`src/rtl/bcd_countdown_timer.sv`:
```
// N-digit BCD up/down timer with prescaled step, run/pause toggle, load port
// and a registered active-low 7-segment drive per digit.
module bcd_countdown_timer #(
    parameter int DIGITS   = 2,
    parameter int TICK_DIV = 50000000,
    parameter int PRE_W    = 32
) (
    input  logic                  clkin,
    input  logic                  reset,
    input  logic                  load,
    input  logic [4*DIGITS-1:0]   load_value,
    input  logic                  up_mode,
    input  logic                  start,
    output logic [4*DIGITS-1:0]   count,
    output logic [7*DIGITS-1:0]   seg,
    output logic                  running,
    output logic                  done,
    output logic                  expired
);

    localparam int CW = 4 * DIGITS;
    localparam int SW = 7 * DIGITS;

    localparam logic [1:0] ST_IDLE    = 2'd0;
    localparam logic [1:0] ST_RUN     = 2'd1;
    localparam logic [1:0] ST_PAUSED  = 2'd2;
    localparam logic [1:0] ST_EXPIRED = 2'd3;

    localparam logic [PRE_W-1:0] PRE_LAST = PRE_W'(TICK_DIV - 1);

    function automatic logic [CW-1:0] clamp_bcd(input logic [CW-1:0] v);
        logic [CW-1:0] r;
        r = v;
        for (int k = 0; k < DIGITS; k++) begin
            if (v[4*k +: 4] > 4'd9) begin
                r[4*k +: 4] = 4'd9;
            end else begin
                r[4*k +: 4] = v[4*k +: 4];
            end
        end
        return r;
    endfunction

    function automatic logic [CW-1:0] bcd_dec(input logic [CW-1:0] v);
        logic [CW-1:0] r;
        logic          borrow;
        logic [3:0]    d;
        r      = v;
        borrow = 1'b1;
        for (int k = 0; k < DIGITS; k++) begin
            d = v[4*k +: 4];
            if (borrow) begin
                if (d == 4'd0) begin
                    d      = 4'd9;
                    borrow = 1'b1;
                end else begin
                    d      = d - 4'd1;
                    borrow = 1'b0;
                end
            end else begin
                borrow = 1'b0;
            end
            r[4*k +: 4] = d;
        end
        return r;
    endfunction

    function automatic logic [CW-1:0] bcd_inc(input logic [CW-1:0] v);
        logic [CW-1:0] r;
        logic          carry;
        logic [3:0]    d;
        r     = v;
        carry = 1'b1;
        for (int k = 0; k < DIGITS; k++) begin
            d = v[4*k +: 4];
            if (carry) begin
                if (d == 4'd9) begin
                    d     = 4'd0;
                    carry = 1'b1;
                end else begin
                    d     = d + 4'd1;
                    carry = 1'b0;
                end
            end else begin
                carry = 1'b0;
            end
            r[4*k +: 4] = d;
        end
        return r;
    endfunction

    function automatic logic [6:0] seg_digit(input logic [3:0] d);
        case (d)
            4'd0:    return 7'b1000000;
            4'd1:    return 7'b1111001;
            4'd2:    return 7'b0100100;
            4'd3:    return 7'b0110000;
            4'd4:    return 7'b0011001;
            4'd5:    return 7'b0010010;
            4'd6:    return 7'b0000010;
            4'd7:    return 7'b1111000;
            4'd8:    return 7'b0000000;
            4'd9:    return 7'b0010000;
            default: return 7'b1111111;
        endcase
    endfunction

    function automatic logic [SW-1:0] seg_all(input logic [CW-1:0] v);
        logic [SW-1:0] r;
        r = {SW{1'b1}};
        for (int k = 0; k < DIGITS; k++) begin
            r[7*k +: 7] = seg_digit(v[4*k +: 4]);
        end
        return r;
    endfunction

    logic [1:0]       state_r;
    logic [CW-1:0]    count_r;
    logic [CW-1:0]    target_r;
    logic             mode_up_r;
    logic [PRE_W-1:0] pre_r;
    logic             start_q_r;
    logic             done_r;
    logic [SW-1:0]    seg_r;

    logic [CW-1:0]    stepped_s;
    logic [CW-1:0]    term_s;
    logic [CW-1:0]    load_clamped_s;
    logic             start_edge_s;
    logic             tick_s;

    assign term_s         = mode_up_r ? target_r : {CW{1'b0}};
    assign load_clamped_s = clamp_bcd(load_value);
    assign start_edge_s   = start & ~start_q_r;
    assign tick_s         = (state_r == ST_RUN) && (pre_r == PRE_LAST);

    // Next count value for one step in the current direction.
    always_comb begin
        stepped_s = count_r;
        if (mode_up_r) begin
            stepped_s = bcd_inc(count_r);
        end else begin
            stepped_s = bcd_dec(count_r);
        end
    end

    // Control FSM, prescaler and count; priority reset > load > start edge > tick.
    always_ff @(posedge clkin) begin
        if (reset) begin
            state_r   <= ST_IDLE;
            count_r   <= {CW{1'b0}};
            target_r  <= {CW{1'b0}};
            mode_up_r <= 1'b0;
            pre_r     <= {PRE_W{1'b0}};
            start_q_r <= 1'b0;
            done_r    <= 1'b0;
        end else begin
            start_q_r <= start;
            done_r    <= 1'b0;
            if (load) begin
                target_r  <= load_clamped_s;
                mode_up_r <= up_mode;
                count_r   <= up_mode ? {CW{1'b0}} : load_clamped_s;
                pre_r     <= {PRE_W{1'b0}};
                state_r   <= ST_IDLE;
            end else if (start_edge_s && (state_r != ST_EXPIRED)) begin
                // A pause edge freezes the prescaler, even on a tick cycle.
                case (state_r)
                    ST_IDLE: begin
                        if (count_r == term_s) begin
                            state_r <= ST_EXPIRED;
                            done_r  <= 1'b1;
                        end else begin
                            state_r <= ST_RUN;
                        end
                    end
                    ST_RUN:    state_r <= ST_PAUSED;
                    ST_PAUSED: state_r <= ST_RUN;
                    default:   state_r <= state_r;
                endcase
            end else begin
                case (state_r)
                    ST_RUN: begin
                        if (tick_s) begin
                            pre_r   <= {PRE_W{1'b0}};
                            count_r <= stepped_s;
                            if (stepped_s == term_s) begin
                                state_r <= ST_EXPIRED;
                                done_r  <= 1'b1;
                            end else begin
                                state_r <= ST_RUN;
                            end
                        end else begin
                            pre_r <= pre_r + {{(PRE_W-1){1'b0}}, 1'b1};
                        end
                    end
                    ST_PAUSED: pre_r <= pre_r;
                    default:   pre_r <= {PRE_W{1'b0}};
                endcase
            end
        end
    end

    // Segment drive lags count by one cycle.
    always_ff @(posedge clkin) begin
        if (reset) begin
            seg_r <= seg_all({CW{1'b0}});
        end else begin
            seg_r <= seg_all(count_r);
        end
    end

    assign count   = count_r;
    assign seg     = seg_r;
    assign done    = done_r;
    assign running = (state_r == ST_RUN);
    assign expired = (state_r == ST_EXPIRED);

endmodule

```
`config.mk`:
```
export PLATFORM = sky130hd
export DESIGN_NAME = bcd_countdown_timer
export DESIGN_NICKNAME = d
export VERILOG_FILES = /design/src/rtl/bcd_countdown_timer.sv
export SDC_FILE = /design/constraint.sdc
export NUM_CORES = 1
export LEC_CHECK = 0
export ABC_CLOCK_PERIOD_IN_PS = 2500
export BUFFER_PORTS_ARGS = -buffer_cell sky130_fd_sc_hd__buf_4
export CAP_MARGIN = 20
export CORE_MARGIN = 2
export CORE_UTILIZATION = 40
export DETAILED_ROUTE_END_ITERATION = 10
export SLEW_MARGIN = 20
export SYNTH_ARGS = -nofsm -noshare
export SYNTH_HDL_FRONTEND = slang
export SYNTH_SLANG_ARGS = --single-unit
```
`constraint.sdc`:
```
create_clock -name clkin -period 2.5 [get_ports clkin]
set_input_delay 0.5 -clock clkin [delete_from_list [all_inputs] [get_ports clkin]]
set_output_delay 0.5 -clock clkin [all_outputs]
set_load 0.01 [all_outputs]
```
; Word-level counts from Yosys, hierarchy flattened
; Memory sizes are Yosys's and may differ from the RTL's. A register that Yosys moved wholly into a read port is not among the register bits.
; Cells that the tools add are included.
[totals]
out_inout_bits = 25
n_memories = 2
romBits = 224
wordCells = 77
reg_bits = 53
input_bits = 13
[mem_list]
columns = memory, depth, width, rd, rd_ports_with_merged_regs, write_ports, line
row1 = (no name shown), 16, 7, 1, 1, 0, 93  ; case (d)
row2 = (no name shown), 16, 7, 1, 1, 0, 93
[classes]
bitwise_logic = 4
magnitude_cmp = 2
eq_ne = 10
addsub = 5
reduce_logical = 14
mux = 33
[ops]
columns = cell, count
row1 = case mux 32 bit (2 select lines), 1
row2 = two-way mux 8 bit, 7
row3 = adder 32 x 1 -> 32 bit (second input constant), 1
row4 = == test 32 x 26 -> 1 bit (second input constant), 1
row5 = two-way mux 32 bit, 1
row6 = two-way mux 4 bit, 8
row7 = == test 8 bit, 2
row8 = two-way mux 1 bit, 10
row9 = two-way mux 2 bit, 5
row10 = adder 4 x 1 -> 4 bit (second input constant), 2
row11 = == test 4 bit (second input constant), 2
row12 = > comparator 4 bit (second input constant), 2
row13 = logical NOT 4 bit, 2
row14 = nonzero test 2 bit, 4
row15 = subtractor 4 x 1 -> 4 bit (second input constant), 2
row16 = case mux 2 bit (3 select lines), 1
row17 = AND reduction 3 bit, 2
row18 = == test 2 bit (second input constant), 2
row19 = inequality test 2 bit (second input constant), 2
row20 = NOT 1 bit, 3
row21 = nonzero test 3 bit, 1
row22 = == test 2 x 1 -> 1 bit (second input constant), 1
row23 = logical AND 1 bit, 2
row24 = logical NOT 2 bit, 1
row25 = 3 further kinds, 3

; Longest topological paths before layout
; Gate-level depths: netlist of run 1.
[depth]
ltp_word = 10
mapped_depth = 10
depth_no_buf = 8

; Worst setup path after synthesis of run 1
; No wires, ideal clock.
[synth_path]
path_kind = reg2reg
start = register count_r[0] (netlist: count[0])
end = register done_r (netlist: done)
t_required_ns = 2.413
synth_period_minus_slack_ns = 2.564
setup_time_ns = 0.087
arrival_ns = 2.477
path_stages_with_launch = 11
slack_ns = -0.064
cell_sequence = dfxtp_1 clkbuf_1 inv_1 ha_1 or3b_1 clkbuf_1 o41ai_1 o21a_1 o2111ai_1 a211o_1 o31ai_1
[synth_between]
elab_chain_len = 10
elab_cells_between_ends = 21
[synth_rtl]
columns = item, line
row1 = "start, declared", 118  ; logic [CW-1:0] count_r;
row2 = "start signal, assigned", 151  ; count_r <= {CW{1'b0}};
row3 = "start signal, assigned", 163  ; count_r <= up_mode ? {CW{1'b0}} : load_clamped_s;
row4 = "start signal, assigned", 186  ; count_r <= stepped_s;
row5 = == test 4 bit / logical NOT 4 bit (equally long branches), "77, 53"
row6 = "two-way mux 1 bit, on equally long branches", "77, 53"
row7 = two-way mux 1 bit, 140  ; if (mode_up_r) begin
row8 = "two-way mux 4 bit, on equally long branches", "76, 52"
row9 = two-way mux 8 bit, 140
row10 = == test 8 bit, 187  ; if (stepped_s == term_s) begin
row11 = two-way mux 1 bit, 187
row12 = two-way mux 1 bit, 184  ; if (tick_s) begin
row13 = two-way mux 1 bit, 182  ; case (state_r)
row14 = two-way mux 1 bit *, 166  ; end else if (start_edge_s && (state_r != ST_EXPIRED)) begin
row15 = "end signal, assigned", 159  ; done_r <= 1'b0;
row16 = "end signal, assigned", 172  ; done_r <= 1'b1;
row17 = "end signal, assigned", 189  ; done_r <= 1'b1;
row18 = "end, declared", 123  ; logic done_r;
; Every way passes the cells marked *; elsewhere a longest branch is shown, timed or not. The select of a mux whose other input is x is not followed.
; A chain may end at the register's enable or synchronous reset.

; Worst setup path after layout of run 1
[layout_path]
start = register count_r[0] (netlist: count[0])
end = register state_r[1]
[layout_between]
elab_chain_len = 10
elab_cells_between_ends = 21
[layout_rtl]
columns = item, line
row1 = == test 4 bit / logical NOT 4 bit (equally long branches), "77, 53"
row2 = "two-way mux 1 bit, on equally long branches", "77, 53"
row3 = two-way mux 1 bit, 140
row4 = "two-way mux 4 bit, on equally long branches", "76, 52"
row5 = two-way mux 8 bit, 140
row6 = == test 8 bit, 187
row7 = two-way mux 2 bit, 187
row8 = two-way mux 2 bit, 184
row9 = two-way mux 2 bit, 182
row10 = two-way mux 2 bit *, 166
row11 = "end signal, assigned", 179  ; default: state_r <= state_r;
row12 = "end, declared", 117  ; logic [1:0] state_r;
; Marks and branches as above.

==> results of run 1 <==
worst register-to-register path, stage by stage (launching register included):
cell      delay [ps]
dfxtp_1          370
buf_4            220
ha_1             290
xor2_1           300
nand3_1          110
a221o_1          340
a21oi_1          190
o211ai_1         170
o31ai_1          220
kinds of logic after synthesis:
group | share of synthesized area, %
multiplexers | 2.33
AO/OA/AOI/OAI | 17.9
flip-flops | 33.3
AND/OR/NAND/NOR | 30.3
buffers and inverters | 4.38
adder cells (fa/ha/maj) | 4.66
XOR/XNOR | 7.17
cells in the mapped netlist, types with 2 or more instances:
| master | count |
|---|---|
| nand2b_1 | 10 |
| o21a_1 | 5 |
| nor2_1 | 73 |
| nand4_1 | 11 |
| nor3b_1 | 3 |
| nor2b_1 | 8 |
| nor4bb_1 | 5 |
| dfxtp_1 | 67 |
| or2_2 | 4 |
| nand2_1 | 44 |
| or4_4 | 2 |
| o211ai_1 | 4 |
| o21ai_0 | 25 |
| mux2i_1 | 6 |
| nand4b_1 | 3 |
| and3b_1 | 2 |
| o22ai_1 | 2 |
| a31oi_1 | 4 |
| a311oi_1 | 3 |
| nor3_1 | 11 |
| inv_1 | 18 |
| nor4_1 | 8 |
| nand3b_1 | 3 |
| o31ai_1 | 2 |
| and3_1 | 4 |
| a221oi_1 | 4 |
| xor2_1 | 18 |
| or3_1 | 2 |
| nor4b_1 | 2 |
| ha_1 | 15 |
| or3b_2 | 3 |
| a21o_1 | 3 |
| a211oi_1 | 8 |
| a2bb2oi_1 | 3 |
| mux2_2 | 3 |
| nand3_1 | 16 |
| a21oi_1 | 31 |
| and2_1 | 2 |
| clkbuf_1 | 23 |
| xnor2_1 | 15 |
per-stage QoR:
step	hold slack, ps	cells
floorplan	479	508
global placement	495	681
detailed placement	508	681
CTS	393	697
global route	433	697
finish	398	697
state kept, by name, indices dropped and copies added (netlist names):
name / flops
state_r: 2
target_r: 8
done: 1
seg: 14
count: 8
start_q_r: 1
mode_up_r: 1
pre_r: 32
power groups by stage:
stage	sequential, mW	combinational [mW]	clock [mW]
floorplan	1.18	0.320	0
global placement	1.17	0.512	0
detailed placement	1.17	0.512	0
CTS	1.15	0.515	0.852
global route	1.15	0.573	0.904
finish	1.15	0.520	0.822
routing by layer:
layer / up-vias / track usage (%) / wire [um]
li1: 1924 / - / -
met1: 1791 / 26.1 / 4760
met2: 113 / 32.4 / 4880
met3: 17 / 3.45 / 545
met4: 0 / 7.43 / 187
met5: - / 0 / 0
repair_timing:
item | 4_1_cts | 5_1_grt
endpoints found under the setup margin | 0 | 37
gates resized for setup | 0 | 4
buffers inserted | 0 | 0
layout make-up:
type | instances | area (um2)
flip-flops and latches | 67 | 1340
multi-input cells | 397 | 2530
clock inverters | 7 | 48.8
well taps | 133 | 166
inverters | 18 | 67.6
fillers | 965 | 4980
clock buffers | 9 | 124
repair buffers | 66 | 508
cell usage in the layout, fill, tap and decap left out, drive strengths merged, types with 3 or more instances in the layout:
cell     netlist  routed
a211oi         8       8
a21o           3       3
a21oi         31      31
a221oi         4       4
a2bb2oi        3       3
a311oi         3       3
a31oi          4       4
and3           5       5
and4           3       3
buf            2      66
clkbuf        24       9
clkinv         0       3
dfxtp         67      67
ha            15      15
inv           18      21
mux2           3       3
mux2i          6       6
nand2         44      44
nand2b        10      10
nand3         16      16
nand3b         3       3
nand4         13      13
nand4b         3       3
nor2          74      74
nor2b          8       8
nor3          11      11
nor3b          3       3
nor4           9       9
nor4bb         5       5
o211ai         4       4
o21a           5       5
o21ai         26      26
or2            4       4
or3b           4       4
or4            3       3
xnor2         15      15
xor2          18      18
how the worst min path moves through the flow:
stage,startpoint,slack [ps],endpoint
6_report,start,400,start_q_r
5_1_grt,load_value[3],430,target_r[3]
4_1_cts,start,390,start_q_r
3_5_place_dp,pre_r[31],510,pre_r[31]
3_3_place_gp,pre_r[1],500,pre_r[1]
2_1_floorplan,pre_r[1],480,pre_r[1]
==> impl_metrics.json, run 1 <==
{
  "worstRegToRegCells": 8,
  "wire_per_inst_um": 14.9,
  "reg2reg_to": "state_r[1]",
  "drt_wl_total_um": 10400,
  "timing.final.crit_share_pct": 91.8,
  "path_buf_inv": 1,
  "totalPowerFinal_mw": 2.49,
  "synth_top_flop_cell": "dfxtp_1",
  "holdBufCountCts": 0,
  "yosysTopAreaCell": "dfxtp_1",
  "finalCriticalPeriod_ps": 2300,
  "grt_max_degree": 32,
  "hold_class": "in2reg",
  "utilization_pct": 49.0,
  "netSwitchingPower_mw": 0.782,
  "grt_use_total_pct": 19.8,
  "maxSlewHeadroom_pct": 38.9,
  "cts.sink_count": 67,
  "overflow": 0,
  "drc": 0,
  "avgSynthCellArea_um2": 7.93,
  "synth_seq_cells": 67,
  "drv_cap": 0,
  "io_buffer_count": 37,
  "die_w_um": 104,
  "grt_pass1_vias": 3659,
  "async_flop_share_pct": 0,
  "drive_gt1_share_pct": 19.5,
  "dpl_worst_slack_ps": 143,
  "dieArea_mm2": 0.0109,
  "gp_congestion": 0.906,
  "cts_buffers": 9,
  "r2r_setup_slack_ps": 200,
  "critPathLaunch": "count[0]",
  "area_growth_pct": 18.9,
  "worstPathRequired_ps": 2770,
  "power.density_mw_per_mm2": 520,
  "endpoint_kind": "flip-flop",
  "start_util_pct": 41.2,
  "tns_ps": 0,
  "drt-pass1-iter-count": 4,
  "vdd_drop_max_mv": 0.243,
  "p_seq_share_pct": 46.1,
  "fmax_mhz": 436,
  "rows": 36,
  "diodes": 0,
  "min_path_cells": 2,
  "fin_area_mm2": 0.00479,
  "ys_warn_count": 0,
  "finClkSkew_ps": 12.0,
  "yosys-top-cells-area": "dfxtp_1 (33%), nor2_1 (6.8%), ha_1 (4.7%)",
  "root_buffer": "clkbuf_8",
  "hold_viol_final": 0,
  "ys_types": 73,
  "intPower_mw": 1.71,
  "cp_top_family": "compound AO/OA/AOI/OAI gates",
  "cp-endpoint": "state_r[1]",
  "crit_path_start_kind": "flip-flop",
  "pwr-share-comb_pct": 20.9,
  "status": "complete, no violations",
  "cts_buffer_depth": 2,
  "cts_tree": "built",
  "die_y_um": 104,
  "path_depth": 8,
  "p_clk_share_pct": 33.0,
  "synth-edff-count": 0,
  "synth_nets": 536,
  "max_stage_delay_ps": 370,
  "rsz0062_at_grt": "no",
  "setup_viol": 0,
  "syn_inst": 508,
  "yosysSeqAreaShare_pct": 33.3,
  "antenna_found_initial": 0,
  "critPathKind": "reg2reg",
  "nets": 587,
  "critPathMaxFanout": 13,
  "drtIter0Drc": 176,
  "core_mm2": 0.00977,
  "grt_pass1_wl_um": 17800,
  "cp_cell_sequence": "buf_4 > ha_1 > xor2_1 > nand3_1 > a221o_1 > a21oi_1 > o211ai_1 > o31ai_1",
  "vias": 3845,
  "ant_nets": 0,
  "io_pins": 38,
  "critPathSlowestCell": "dfxtp_1",
  "worstSkewPairLatency_ps": 350,
  "dpl.hpwl_um": 7630,
  "viasPerCell": 5.52,
  "htree_levels": 3,
  "arrival_ps": 2560,
  "postLayoutSetupSlackWorst_ps": 205,
  "rr_startpoint": "count[0]",
  "clk_pin_slew_ps": 80,
  "slew_viol_final": 0,
  "synth.top_cell.area_share_pct": 33.3,
  "p_leak_nw": 1.82,
  "syn_area_mm2": 0.00403,
  "worst_slew_pin_slew_ps": 908,
  "placed_area_mm2": 0.00461,
  "sw_frac_of_total_pct": 31.4
}
Power figures use the tool's default switching activity.
==> run 2, diff against run 1 <==
CORE_MARGIN = default   (was 2)
==> impl_metrics.json, run 2 (synthesized netlist as in run 1, its figures left out) <==
{
  "status": "complete, no violations",
  "gp_congestion": 0.892,
  "drv_cap": 0,
  "reg2reg_to": "done",
  "cp_cell_sequence": "nand3b_1 > o311a_1 > xnor2_1 > a211o_1 > o31ai_1",
  "wire_per_inst_um": 15.3,
  "mostFrequentLayoutCells": "nor2_1 (73), dfxtp_1 (67), buf_4 (67), nand2_1 (44), a21oi_1 (31)",
  "htree_levels": 3,
  "viasPerCell": 5.41,
  "timing.final.crit_share_pct": 90.6,
  "cts_buffer_depth": 2,
  "antenna_found_initial": 0,
  "tns_ps": 0,
  "finalCriticalPeriod_ps": 2270,
  "cts.sink_count": 67,
  "root_buffer": "clkbuf_8",
  "nets": 589,
  "worstRegToRegCells": 5,
  "setup_viol": 0,
  "fin_cells": 699,
  "grt_pass1_vias": 3661,
  "cts_setup_buffers": 0,
  "rows": 36,
  "die_w_um": 102,
  "fmax_mhz": 441,
  "maxSlewHeadroom_pct": 35.1,
  "vias": 3783,
  "drive_gt1_share_pct": 19.3,
  "rr_startpoint": "count[3]",
  "endpoint_kind": "flip-flop",
  "rsz0062_at_grt": "no",
  "dpl.cell_count": 683,
  "worst_slew_pin_slew_ps": 965,
  "clk_pin_slew_ps": 80,
  "min_path_cells": 2,
  "finClkSkew_ps": 7.84,
  "drt_wl_total_um": 10700,
  "critPathKind": "reg2reg",
  "area_growth_pct": 19.8,
  "cp_top_family": "compound AO/OA/AOI/OAI gates",
  "drt-pass1-iter-count": 4,
  "vdd_drop_max_mv": 0.243,
  "p_leak_nw": 1.83,
  "worstPathRequired_ps": 2760,
  "dieArea_mm2": 0.0105,
  "met3_length_um": 322,
  "cts_buffers": 9,
  "hold_class": "in2reg",
  "grt_pass1_wl_um": 18000,
  "io_buffer_count": 37,
  "top_layer_used": "met4",
  "met2_length_um": 5290,
  "min_to": "start_q_r",
  "hold_viol_final": 0,
  "critPathSlowestCell": "dfxtp_1",
  "arrival_ps": 2520,
  "crit_path_start_kind": "flip-flop",
  "power.density_mw_per_mm2": 541,
  "final_common_cell": "nor2_1",
  "regMostFlops": "pre_r",
  "worstHoldStart": "start",
  "path_buf_inv": 0,
  "core_mm2": 0.00977,
  "totalPowerFinal_mw": 2.61,
  "critPathMaxFanout": 10,
  "die_y_um": 102,
  "wl_met1_um": 4830,
  "slew_viol_final": 0,
  "start_util_pct": 41.2,
  "grt_max_degree": 32,
  "dpl.hpwl_um": 7960,
  "r2r_setup_slack_ps": 230,
  "overflow": 0,
  "io_pins": 38,
  "holdBufCountCts": 0,
  "max_stage_delay_ps": 550,
  "drc": 0,
  "cts_tree": "built",
  "worstSkewPairLatency_ps": 350,
  "largest_reg_flops": 32,
  "grt_use_total_pct": 22.1,
  "diodes": 0,
  "cts_resized": 0,
  "drtIter0Drc": 121,
  "ant_nets": 0
}
## run 2: final cells by class
type                    count  area [um2]
multi-input cells         397        2520
clock buffers              11         141
inverters                  18        67.6
clock inverters             5        62.6
repair buffers             68         523
fillers                   964        4950
well taps                 133         166
flip-flops and latches     67        1340
## run 2: routing by layer
layer | track usage [%] | vias up
met4 | 8.68 | 0
met2 | 38.8 | 72
met3 | 3.83 | 15
met1 | 26.9 | 1768
met5 | 0 | -
li1 | - | 1928
## run 2: how the worst max path moves through the flow
stage	startpoint	endpoint	slack [ps]	cells after the start
after CTS	count[1]	done	170	8
after global placement	count[1]	done	250	8
after global routing	pre_r[7]	pre_r[19]	20	6
final	count[3]	done	230	5
after floorplan	count[0]	done	40	10
after detailed placement	count[1]	state_r[1]	200	8
## run 2: report_power, final
group	total (mW)	switching (mW)	leakage, nW	internal (mW)
sequential	1.15	0.0369	0.546	1.11
clock	0.937	0.446	0.0957	0.491
combinational	0.528	0.290	1.19	0.239
## run 2: stage by stage
step	cell area (um2)	utilization (%)	setup slack, ps	hold WS, ps
3_3_place_gp	4620	47.3	246	496
5_1_grt	4830	49.4	21.8	415
3_5_place_dp	4620	47.3	201	512
4_1_cts	4820	49.4	169	388
6_report	4830	49.4	235	403
2_1_floorplan	4040	-	41.6	479
==> run 3, diff against run 2 <==
ABC_AREA = 1   (was default)
SLEW_MARGIN = 10   (was 20)
==> impl_metrics.json, run 3 <==
{
  "status": "complete, no violations",
  "crit_path_frequent_cell": "nand2_1",
  "dpl.hpwl_um": 8500,
  "netSwitchingPower_mw": 0.735,
  "yosysSeqAreaShare_pct": 32.7,
  "yosysTopAreaCell": "dfxtp_1",
  "hold_class": "in2reg",
  "finalCriticalPeriod_ps": 2220,
  "dieArea_mm2": 0.0107,
  "start_util_pct": 41.6,
  "yosys-top-cells-area": "dfxtp_1 (33%), nand2_1 (14%), inv_1 (6.9%)",
  "worst_slew_pin_slew_ps": 649,
  "synth_nets": 650,
  "worstSkewPairLatency_ps": 350,
  "vdd_drop_max_mv": 0.263,
  "p_leak_nw": 2.06,
  "drc": 0,
  "arrival_ps": 2500,
  "fmax_mhz": 450,
  "ys_warn_count": 0,
  "setup_viol": 0,
  "die_y_um": 103,
  "avgSynthCellArea_um2": 6.59,
  "hold_viol_final": 0,
  "cp_top_family": "simple AND/OR/NAND/NOR gates",
  "cts_tree": "built",
  "synth_top_flop_cell": "dfxtp_1",
  "slew_viol_final": 0,
  "grt_pass1_vias": 3688,
  "ys_types": 41,
  "gp_congestion": 0.898,
  "overflow": 0,
  "synth_seq_cells": 67,
  "core_mm2": 0.00986,
  "largest_reg_flops": 32,
  "worstPathRequired_ps": 2770,
  "async_flop_share_pct": 0,
  "netlist_top_cells_count": "nand2_1 (151), inv_1 (75), dfxtp_1 (67), nor2_1 (57), nand3_1 (42)",
  "path_buf_inv": 2,
  "drtIter0Drc": 303,
  "diodes": 0,
  "viasPerCell": 5.29,
  "rsz0062_at_grt": "no",
  "utilization_pct": 48.5,
  "clk_pin_slew_ps": 70,
  "root_buffer": "clkbuf_8",
  "syn_inst": 622,
  "power.density_mw_per_mm2": 551,
  "drive_gt1_share_pct": 14.9,
  "critPathKind": "reg2reg",
  "crit_path_start_kind": "flip-flop",
  "timing.final.crit_share_pct": 88.8,
  "critPathMaxFanout": 10,
  "grt_use_total_pct": 22.7,
  "intPower_mw": 1.90,
  "vias": 4244,
  "drv_cap": 0,
  "antenna_found_initial": 0,
  "syn_area_mm2": 0.00410,
  "pwr-share-comb_pct": 17.0,
  "grt_pass1_wl_um": 18500,
  "io_buffer_count": 37,
  "endpoint_kind": "flip-flop",
  "area_growth_pct": 16.6,
  "synth.top_cell.area_share_pct": 32.7,
  "tns_ps": 0,
  "synth-edff-count": 0,
  "io_pins": 38,
  "final_common_cell": "nand2_1",
  "drt-pass1-iter-count": 5,
  "mostFrequentLayoutCells": "nand2_1 (151), inv_1 (75), dfxtp_1 (64), nor2_1 (57), buf_4 (49)",
  "die_w_um": 103,
  "cts.sink_count": 67,
  "holdWs_ps": 362,
  "drt_wl_total_um": 11200,
  "sw_frac_of_total_pct": 27.9,
  "maxSlewHeadroom_pct": 56.7,
  "cp_cell_sequence": "inv_1 > ha_1 > nand3_2 > or2_2 > nand3_1 > nand2_1 > nand2_1 > nand2_1 > inv_1 > nand2_1 > o21bai_1 > nand2_1 > a21oi_1",
  "holdBufCountCts": 0,
  "regMostFlops": "pre_r",
  "p_seq_share_pct": 43.8,
  "finClkSkew_ps": 12.1,
  "postLayoutSetupSlackWorst_ps": 280,
  "synth.most_common_cell": "nand2_1",
  "grt_max_degree": 22,
  "max_stage_delay_ps": 380,
  "nets": 693,
  "critPathSlowestCell": "dfxtp_2",
  "htree_levels": 3,
  "ant_nets": 0,
  "rows": 36,
  "wire_per_inst_um": 13.9,
  "dpl_worst_slack_ps": 248,
  "p_clk_share_pct": 39.2,
  "cts_buffers": 9,
  "cts_buffer_depth": 2
}
run 3: changes by cell type after synthesis, sizes merged, moves of 10 or more:
cell    before  now
xor2        18    6
nand2b      10    0
inv         18   78
nand2       44  157
a21oi       31   42
nor2        74   64
o21ai       26   36
nor3        11   23
clkbuf      24    8
nand3       16   46
xnor2       15    0
run 3: logic make-up after synthesis:
kind of cell             after synthesis  synth area share (%)
flip-flops                            67                  32.7
XOR/XNOR                               6                  1.28
AND/OR/NAND/NOR                      331                  37.1
adder cells (fa/ha/maj)               15                  4.58
AO/OA/AOI/OAI                        106                  15.0
buffers and inverters                 97                  9.37
run 3: worst paths after layout:
kind | from | to | slack, ps | depth (start not counted)
max reg2reg | count[1] | state_r[1] | 280 | 13
min | start | start_q_r | 360 | 3
max | count[1] | state_r[1] | 280 | 13
min reg2reg | target_r[0] | target_r[0] | 470 | 2
run 3: timing repair:
action                     CTS  global route
setup endpoints to repair    0             2
gates resized for setup      0             4
buffers inserted             0             0
run 3: power by group through the flow:
stage	Clock [mW]	Sequential (mW)	Combinational [mW]
after floorplan	0	1.17	0.283
after global placement	0	1.17	0.439
after detailed placement	0	1.17	0.440
after CTS	1.05	1.15	0.443
after global routing	1.10	1.16	0.508
final	1.03	1.15	0.447
run 3: layer usage:
layer	vias up	GRT usage, %	wire, um
met3	7	3.43	744
met4	0	5.85	91
met1	1932	36.4	5960
met5	-	0	0
li1	2161	-	-
met2	144	30.8	4360
run 3: area by class of cell:
cell class,count,area [um2]
timing repair buffer,49,368
clock inverter,4,72.6
clock buffer,12,155
fill,996,5080
sequential,67,1350
tap,133,166
multi-input combinational,458,2370
inverter,80,300
run 3: worst reg2reg max path, stage by stage, from the launching register on:
cell,delay (ps)
dfxtp_2,380
inv_1,130
ha_1,260
nand3_2,220
or2_2,350
nand3_1,120
nand2_1,100
nand2_1,70
nand2_1,50
inv_1,40
nand2_1,70
o21bai_1,160
nand2_1,70
a21oi_1,130
run 3: through the flow:
| step | power (mW) | instance area [um2] | std cells |
|---|---|---|---|
| after floorplan | 1.45 | 4100 | 622 |
| after global placement | 1.61 | 4550 | 787 |
| after detailed placement | 1.61 | 4550 | 787 |
| after CTS | 2.65 | 4780 | 803 |
| after global routing | 2.77 | 4780 | 803 |
| final | 2.63 | 4780 | 803 |
